==> src/rtl/button_conditioner_multi_pkg.sv <==
// Shared definitions for the multi-channel button conditioner:
// press-FSM state encoding and the counter width helper.
package button_cond_pkg;

  // Per-channel press state machine encoding
  typedef enum logic [1:0] {
    ST_IDLE    = 2'd0,
    ST_PRESSED = 2'd1,
    ST_HELD    = 2'd2
  } state_e;

  // Bits needed for a counter that must represent 0..max_val (never below 1)
  function automatic int cnt_width(input int max_val);
    return (max_val < 1) ? 1 : $clog2(max_val + 1);
  endfunction

endpackage

==> src/rtl/button_conditioner_multi_channel.sv <==
// Single button channel: polarity fix, 2-flop synchroniser, counter
// debounce and a press/hold/repeat FSM with maskable registered pulses.
module button_channel
  import button_cond_pkg::*;
#(
  parameter int   DEBOUNCE_CYCLES = 500000,
  parameter int   HOLD_CYCLES     = 50000000,
  parameter int   REPEAT_CYCLES   = 10000000,
  parameter logic ACTIVE_LOW_BIT  = 1'b0,
  parameter logic REPEAT_EN_BIT   = 1'b0
) (
  input  logic i_clock,
  input  logic i_reset,
  input  logic i_btn_raw,
  input  logic i_in_mask,
  output logic o_level,
  output logic o_press,
  output logic o_release,
  output logic o_long_press,
  output logic o_repeat_pulse
);

  localparam int DB_W   = cnt_width(DEBOUNCE_CYCLES);
  localparam int HOLD_W = cnt_width(HOLD_CYCLES);
  localparam int REP_W  = cnt_width(REPEAT_CYCLES);

  localparam logic [DB_W-1:0]   DB_LAST   = DB_W'(DEBOUNCE_CYCLES - 1);
  localparam logic [HOLD_W-1:0] HOLD_LAST = HOLD_W'(HOLD_CYCLES - 1);
  localparam logic [REP_W-1:0]  REP_LAST  = REP_W'(REPEAT_CYCLES - 1);

  logic              w_pol;
  logic              r_sync1;
  logic              r_sync2;
  logic              r_stable;
  logic [DB_W-1:0]   r_db_cnt;
  logic              w_accept;
  logic              w_rise;
  logic              w_fall;

  state_e            r_state;
  state_e            w_state_nxt;
  logic [HOLD_W-1:0] r_hold_cnt;
  logic [HOLD_W-1:0] w_hold_nxt;
  logic [REP_W-1:0]  r_rep_cnt;
  logic [REP_W-1:0]  w_rep_nxt;

  logic              w_press_evt;
  logic              w_release_evt;
  logic              w_long_evt;
  logic              w_repeat_evt;

  logic              r_press;
  logic              r_release;
  logic              r_long_press;
  logic              r_repeat_pulse;

  // Normalise so that 1 always means "pressed" before synchronising
  assign w_pol = i_btn_raw ^ ACTIVE_LOW_BIT;

  // A level change is accepted once the synced input has differed for the full window
  assign w_accept = (r_sync2 != r_stable) && (r_db_cnt == DB_LAST);
  assign w_rise   = w_accept & r_sync2;
  assign w_fall   = w_accept & ~r_sync2;

  // Synchroniser and debounce counter; any return to the stable value restarts the count
  always_ff @(posedge i_clock or negedge i_reset) begin
    if (!i_reset) begin
      r_sync1  <= 1'b0;
      r_sync2  <= 1'b0;
      r_stable <= 1'b0;
      r_db_cnt <= '0;
    end else begin
      r_sync1 <= w_pol;
      r_sync2 <= r_sync1;
      if (r_sync2 != r_stable) begin
        if (r_db_cnt == DB_LAST) begin
          r_stable <= r_sync2;
          r_db_cnt <= '0;
        end else begin
          r_db_cnt <= r_db_cnt + 1'b1;
        end
      end else begin
        r_db_cnt <= '0;
      end
    end
  end

  // Press FSM next state, hold/repeat counters and raw pulse events; a fall overrides everything
  always_comb begin
    w_state_nxt   = r_state;
    w_hold_nxt    = r_hold_cnt;
    w_rep_nxt     = r_rep_cnt;
    w_press_evt   = 1'b0;
    w_release_evt = 1'b0;
    w_long_evt    = 1'b0;
    w_repeat_evt  = 1'b0;
    if (w_fall) begin
      w_state_nxt   = ST_IDLE;
      w_hold_nxt    = '0;
      w_rep_nxt     = '0;
      w_release_evt = 1'b1;
    end else begin
      case (r_state)
        ST_IDLE: begin
          if (w_rise) begin
            w_state_nxt = ST_PRESSED;
            w_hold_nxt  = '0;
            w_press_evt = 1'b1;
          end else begin
            w_state_nxt = ST_IDLE;
          end
        end
        ST_PRESSED: begin
          if (r_hold_cnt == HOLD_LAST) begin
            w_state_nxt = ST_HELD;
            w_hold_nxt  = '0;
            w_rep_nxt   = '0;
            w_long_evt  = 1'b1;
          end else begin
            w_hold_nxt = r_hold_cnt + 1'b1;
          end
        end
        ST_HELD: begin
          if (r_rep_cnt == REP_LAST) begin
            w_rep_nxt    = '0;
            w_repeat_evt = REPEAT_EN_BIT;
          end else begin
            w_rep_nxt = r_rep_cnt + 1'b1;
          end
        end
        default: begin
          w_state_nxt = ST_IDLE;
          w_hold_nxt  = '0;
          w_rep_nxt   = '0;
        end
      endcase
    end
  end

  // FSM state and counters; mask only gates pulses, never this state
  always_ff @(posedge i_clock or negedge i_reset) begin
    if (!i_reset) begin
      r_state    <= ST_IDLE;
      r_hold_cnt <= '0;
      r_rep_cnt  <= '0;
    end else begin
      r_state    <= w_state_nxt;
      r_hold_cnt <= w_hold_nxt;
      r_rep_cnt  <= w_rep_nxt;
    end
  end

  // Registered pulses, dropped (not deferred) when the channel is masked
  always_ff @(posedge i_clock or negedge i_reset) begin
    if (!i_reset) begin
      r_press        <= 1'b0;
      r_release      <= 1'b0;
      r_long_press   <= 1'b0;
      r_repeat_pulse <= 1'b0;
    end else begin
      r_press        <= w_press_evt   & ~i_in_mask;
      r_release      <= w_release_evt & ~i_in_mask;
      r_long_press   <= w_long_evt    & ~i_in_mask;
      r_repeat_pulse <= w_repeat_evt  & ~i_in_mask;
    end
  end

  assign o_level        = r_stable;
  assign o_press        = r_press;
  assign o_release      = r_release;
  assign o_long_press   = r_long_press;
  assign o_repeat_pulse = r_repeat_pulse;

endmodule

==> src/rtl/button_conditioner_multi.sv <==
// N-channel push-button front end: one conditioning channel per pin plus
// a lowest-index encoder over the registered press vector.
module button_conditioner_multi
  import button_cond_pkg::*;
#(
  parameter int              N_CH            = 9,
  parameter int              DEBOUNCE_CYCLES = 500000,
  parameter int              HOLD_CYCLES     = 50000000,
  parameter int              REPEAT_CYCLES   = 10000000,
  parameter logic [N_CH-1:0] ACTIVE_LOW      = {N_CH{1'b0}},
  parameter logic [N_CH-1:0] REPEAT_EN       = {N_CH{1'b0}},
  localparam int             IDX_W           = (N_CH > 1) ? $clog2(N_CH) : 1
) (
  input  logic             i_clock,
  input  logic             i_reset,
  input  logic [N_CH-1:0]  i_btn_raw,
  input  logic [N_CH-1:0]  i_in_mask,
  output logic [N_CH-1:0]  o_level,
  output logic [N_CH-1:0]  o_press,
  output logic [N_CH-1:0]  o_release,
  output logic [N_CH-1:0]  o_long_press,
  output logic [N_CH-1:0]  o_repeat_pulse,
  output logic             o_any_press,
  output logic [IDX_W-1:0] o_press_idx
);

  logic [N_CH-1:0]  w_press;
  logic [IDX_W-1:0] w_idx;

  for (genvar g = 0; g < N_CH; g++) begin : g_ch
    button_channel #(
      .DEBOUNCE_CYCLES (DEBOUNCE_CYCLES),
      .HOLD_CYCLES     (HOLD_CYCLES),
      .REPEAT_CYCLES   (REPEAT_CYCLES),
      .ACTIVE_LOW_BIT  (ACTIVE_LOW[g]),
      .REPEAT_EN_BIT   (REPEAT_EN[g])
    ) u_channel (
      .i_clock        (i_clock),
      .i_reset        (i_reset),
      .i_btn_raw      (i_btn_raw[g]),
      .i_in_mask      (i_in_mask[g]),
      .o_level        (o_level[g]),
      .o_press        (w_press[g]),
      .o_release      (o_release[g]),
      .o_long_press   (o_long_press[g]),
      .o_repeat_pulse (o_repeat_pulse[g])
    );
  end

  // Lowest set press bit wins: scan high to low so lower indices overwrite
  always_comb begin
    w_idx = '0;
    for (int i = N_CH - 1; i >= 0; i--) begin
      w_idx = w_press[i] ? IDX_W'(i) : w_idx;
    end
  end

  assign o_press     = w_press;
  assign o_any_press = |w_press;
  assign o_press_idx = w_idx;

endmodule
==> config.mk <==
export PLATFORM = sky130hd
export DESIGN_NAME = button_conditioner_multi
export DESIGN_NICKNAME = d
export VERILOG_FILES = /design/src/rtl/button_conditioner_multi_pkg.sv /design/src/rtl/button_conditioner_multi_channel.sv /design/src/rtl/button_conditioner_multi.sv
export SDC_FILE = /design/constraint.sdc
export NUM_CORES = 1
export LEC_CHECK = 0
export ABC_AREA = 0
export BUFFER_PORTS_ARGS = -buffer_cell sky130_fd_sc_hd__buf_2
export CORE_MARGIN = 10
export CORE_UTILIZATION = 63
export DETAILED_ROUTE_END_ITERATION = 8
export GPL_ROUTABILITY_DRIVEN = 1
export PLACE_DENSITY = 0.8
export SETUP_SLACK_MARGIN = 0.02
export SLEW_MARGIN = 20
export SYNTH_ARGS = -nofsm -noshare
export SYNTH_HDL_FRONTEND = slang
export SYNTH_SLANG_ARGS = --single-unit
==> constraint.sdc <==
create_clock -name i_clock -period 2.6 [get_ports i_clock]
set_input_delay 0.13 -clock i_clock [delete_from_list [all_inputs] [get_ports i_clock]]
set_output_delay 0.13 -clock i_clock [all_outputs]
set_load 0.01 [all_outputs]
==> out/metrics.yaml <==
path_class: "register to register"
power.share.clock_pct: 47.8
max-slew-margin-rel_pct: 49.0
hold_path.class: "primary input to asynchronous set/reset pin"
start_util_pct: 63.6
cts.path.max_buffers: 3
worstPathMaxFanout: 7
max_freq_mhz: 404
combPwrFrac_pct: 2.3
worst_clock_skew_ns: 0.0204
synth_area_sq_mm: 0.0245
slew_viol_final: 0
critPathLaunchType: "register"
die_h_um: 217
worst_pin_slew_ns: 0.759
swShare_pct: 21.3
cts_setup_buffers: 0
n_antenna_cell: 0
setup_tns_ns: 0
fin_nets: 2732
vias_per_cell: 6.01
rows: 72
arrival_ns: 2.94
grt_pass1_wl_um: 91200
ff2ff_path_depth: 6
max_cap_viol_count: 0
drtIter0Drc: 1639
period_minus_slack_ns: 2.47
stdcell_count: 3247
rsz0062_at_grt: "false"
grt_pass1_vias: 19200
grt_max_degree: 75
pwr_density_cell_mw_per_mm2: 551
endpoint_kind: "register"
num_vias: 19500
final_hold_viol_count: 0
core_area_sq_mm: 0.0386
synth_cell_type_count: 77
p_total_mw: 15.1
clk_latency_ns: 0.59
fillers: 2871
critPathTopFamily: "simple AND/OR/NAND/NOR gates"
routedWlPerCell_um: 16.3
place.port_buffers: 60
synth_cells: 2611
dieArea_sq_mm: 0.0472
drt_wl_total_um: 52900
place_inst: 3140
areaGrowthSynthToFinish_pct: 11.7
r2r_slack_ns: 0.13
cp.depth: 6
cts-root-buf: "clkbuf_16"
yosys_most_used_dff: "dfrtp_1"
synth-edff-count: 0
cts.sinks: 477
boundaryPins: 70
p_sw_mw: 3.22
antenna_found_initial: 0
post-dp-hpwl_um: 35300
synth-seq-cells: 477
crit_chain: "or4b_1, or4_4, nor2_4, nand3b_1, nor3_1, a211o_1"
drive_gt1_share_pct: 9.89
numCtsBuffers: 51
internal_power_mw: 11.9
whs_ns: 0.0984
status: "completed"
critPathSlowestCell: "or4b_1"
power_frac_seq_pct: 49.9
syn_area_per_cell_sq_um: 9.39
yosysSeqAreaShare_pct: 48.7
grt-ovfl-total: 0
cp_data_required_time_ns: 3.07
drt_pass1_iterations: 6
path_clk_slew_ns: 0.06
p_leak_nw: 12.0
remaining_drc_errors: 0
utilization_pct: 71.1
period_share_pct: 95.1
ant_nets: 0
cts_tree: "done"
htree_levels: 2
grtUsageTotal_pct: 22.3
peakVddDrop_mv: 0.604
gp_congestion: 0.883
critPathMaxStageDelay_ns: 0.55
ys_warn_count: 0
setup_violations: 0
cp_num_buf_inv: 0
synthArstFlopShare_pct: 100
fp.dieW_um: 217
cells in the mapped netlist, drive strengths merged, types with 11 or more instances:
cell / instances / share of area, %
nor4: 58 / 1.5
and2: 18 / 0.46
a211o: 11 / 0.39
nand2b: 19 / 0.48
nor3: 99 / 2.0
a221o: 11 / 0.45
nor2b: 36 / 0.92
a21oi: 62 / 1.3
nand2: 227 / 3.5
mux2i: 11 / 0.45
inv: 43 / 0.66
a22o: 16 / 0.57
and3: 102 / 2.6
nand3: 185 / 3.8
o31ai: 14 / 0.48
xnor2: 131 / 4.7
buf: 56 / 1.6
o311ai: 14 / 0.53
clkbuf: 71 / 1.1
or2: 13 / 0.33
dfrtp: 477 / 49
o21ai: 77 / 1.6
a21o: 21 / 0.64
nand4: 91 / 2.3
nor4b: 25 / 0.99
nor2: 362 / 5.6
a31oi: 29 / 0.74
or3: 42 / 1.1
nor3b: 20 / 0.61
ha: 18 / 0.92
and4: 25 / 0.89
xor2: 126 / 4.5
repair_timing:
item	in CTS	in global routing
resized for setup	1	14
hold buffers	19	0
endpoints found under the hold margin	139	0
endpoints found under the setup margin	1	38
power by group through the flow:
stage / clock network, mW / registers, mW / logic, mW
6_report: 7.21 / 7.52 / 0.348
5_1_grt: 7.65 / 7.53 / 0.406
4_1_cts: 7.35 / 7.52 / 0.360
3_5_place_dp: 0 / 7.66 / 0.333
3_3_place_gp: 0 / 7.65 / 0.324
2_1_floorplan: 0 / 7.65 / 0.120
layer usage:
layer  vias up  track usage, %  routed length (um)  part of all wire, %
met5         -               0                   0                    0
met4         0            6.11                1050                  2.0
met3        90            4.08                2440                  4.6
met2       452            37.1               25700                   49
met1      9587            29.5               23700                   45
li1       9390               -                   -                    -
stage by stage:
step	worst slack, ns	cell area, sq um
6_report	0.126	27400
3_3_place_gp	0.155	25500
2_1_floorplan	0.218	24600
3_5_place_dp	0.0333	25500
4_1_cts	0.0502	27300
5_1_grt	0.0282	27400
layout make-up:
type | instances | area [sq um] | area share [%]
Sequential cell | 477 | 11900 | 43.6
Multi-Input combinational cell | 1972 | 11900 | 43.3
Clock buffer | 78 | 1560 | 5.70
Timing Repair Buffer | 149 | 1110 | 4.06
Tap cell | 518 | 648 | 2.37
Inverter | 43 | 161 | 0.589
Clock inverter | 10 | 105 | 0.384
worst register-to-register path: cells and delay by family, from the launching register on:
| family | cells | cell delay, ns |
|---|---|---|
| AO/OA/AOI/OAI | 1 | 0.28 |
| flip-flops | 1 | 0.44 |
| AND/OR/NAND/NOR | 5 | 1.64 |
worst paths after layout:
kind                                             startpoint                                to
max                        g_ch[0].u_channel.r_hold_cnt[10]  g_ch[0].u_channel.r_hold_cnt[11]
min in group i_clock                           i_btn_raw[3]         g_ch[3].u_channel.r_sync1
min reg2reg                       g_ch[5].u_channel.r_sync1         g_ch[5].u_channel.r_sync2
min                                                 i_reset  g_ch[4].u_channel.r_hold_cnt[13]
max in group asynchronous                           i_reset  g_ch[2].u_channel.r_hold_cnt[10]
max reg2reg                g_ch[0].u_channel.r_hold_cnt[10]  g_ch[0].u_channel.r_hold_cnt[11]
flip-flops by register name (all words and copies together), names as in the netlist:
| register | cells |
|---|---|
| g_ch.u_channel.r_sync2 | 9 |
| g_ch.u_channel.o_long_press | 9 |
| g_ch.u_channel.o_release | 9 |
| g_ch.u_channel.r_state | 18 |
| g_ch.u_channel.o_press | 9 |
| g_ch.u_channel.o_level | 9 |
| g_ch.u_channel.r_db_cnt | 171 |
| g_ch.u_channel.r_sync1 | 9 |
| g_ch.u_channel.r_hold_cnt | 234 |
cells in the final DEF (no fill, tap or decap), types with 12 or more instances in the layout:
master | netlist | layout
o31ai_1 | 13 | 13
a21o_1 | 21 | 21
inv_1 | 43 | 43
nor3b_1 | 20 | 19
xor2_1 | 126 | 126
xnor2_1 | 131 | 131
o21ai_0 | 70 | 70
nor2_1 | 360 | 360
nor3_1 | 98 | 96
nand2_1 | 227 | 226
buf_4 | 46 | 63
nand4_1 | 91 | 91
nand2b_1 | 19 | 19
nor2b_1 | 36 | 35
o311ai_0 | 12 | 12
nand3_1 | 185 | 185
dfrtp_1 | 477 | 477
clkbuf_16 | 0 | 53
nor4_1 | 57 | 56
and3_1 | 102 | 102
and2_1 | 17 | 17
a22o_1 | 16 | 16
buf_2 | 8 | 59
clkbuf_8 | 0 | 14
a21oi_1 | 62 | 62
nor4b_1 | 21 | 21
ha_1 | 18 | 18
or2_2 | 12 | 12
dlygate4sd3_1 | 0 | 19
a31oi_1 | 29 | 27
or3_1 | 42 | 42
and4_1 | 25 | 25
logic make-up (layout without fill, tap and decap cells):
logic type               count (synthesis)  in the layout  share of synthesized area (%)
XOR/XNOR                               257            257                           9.18
adder cells (fa/ha/maj)                 18             18                          0.918
flip-flops                             477            477                           48.7
AND/OR/NAND/NOR                       1368           1368                           28.8
other                                    1              9                         0.0153
multiplexers                            21             21                          0.908
buffers and inverters                  170            280                           3.38
AO/OA/AOI/OAI                          299            299                           8.16
No activity file was read; power rests on OpenSTA's default activity.
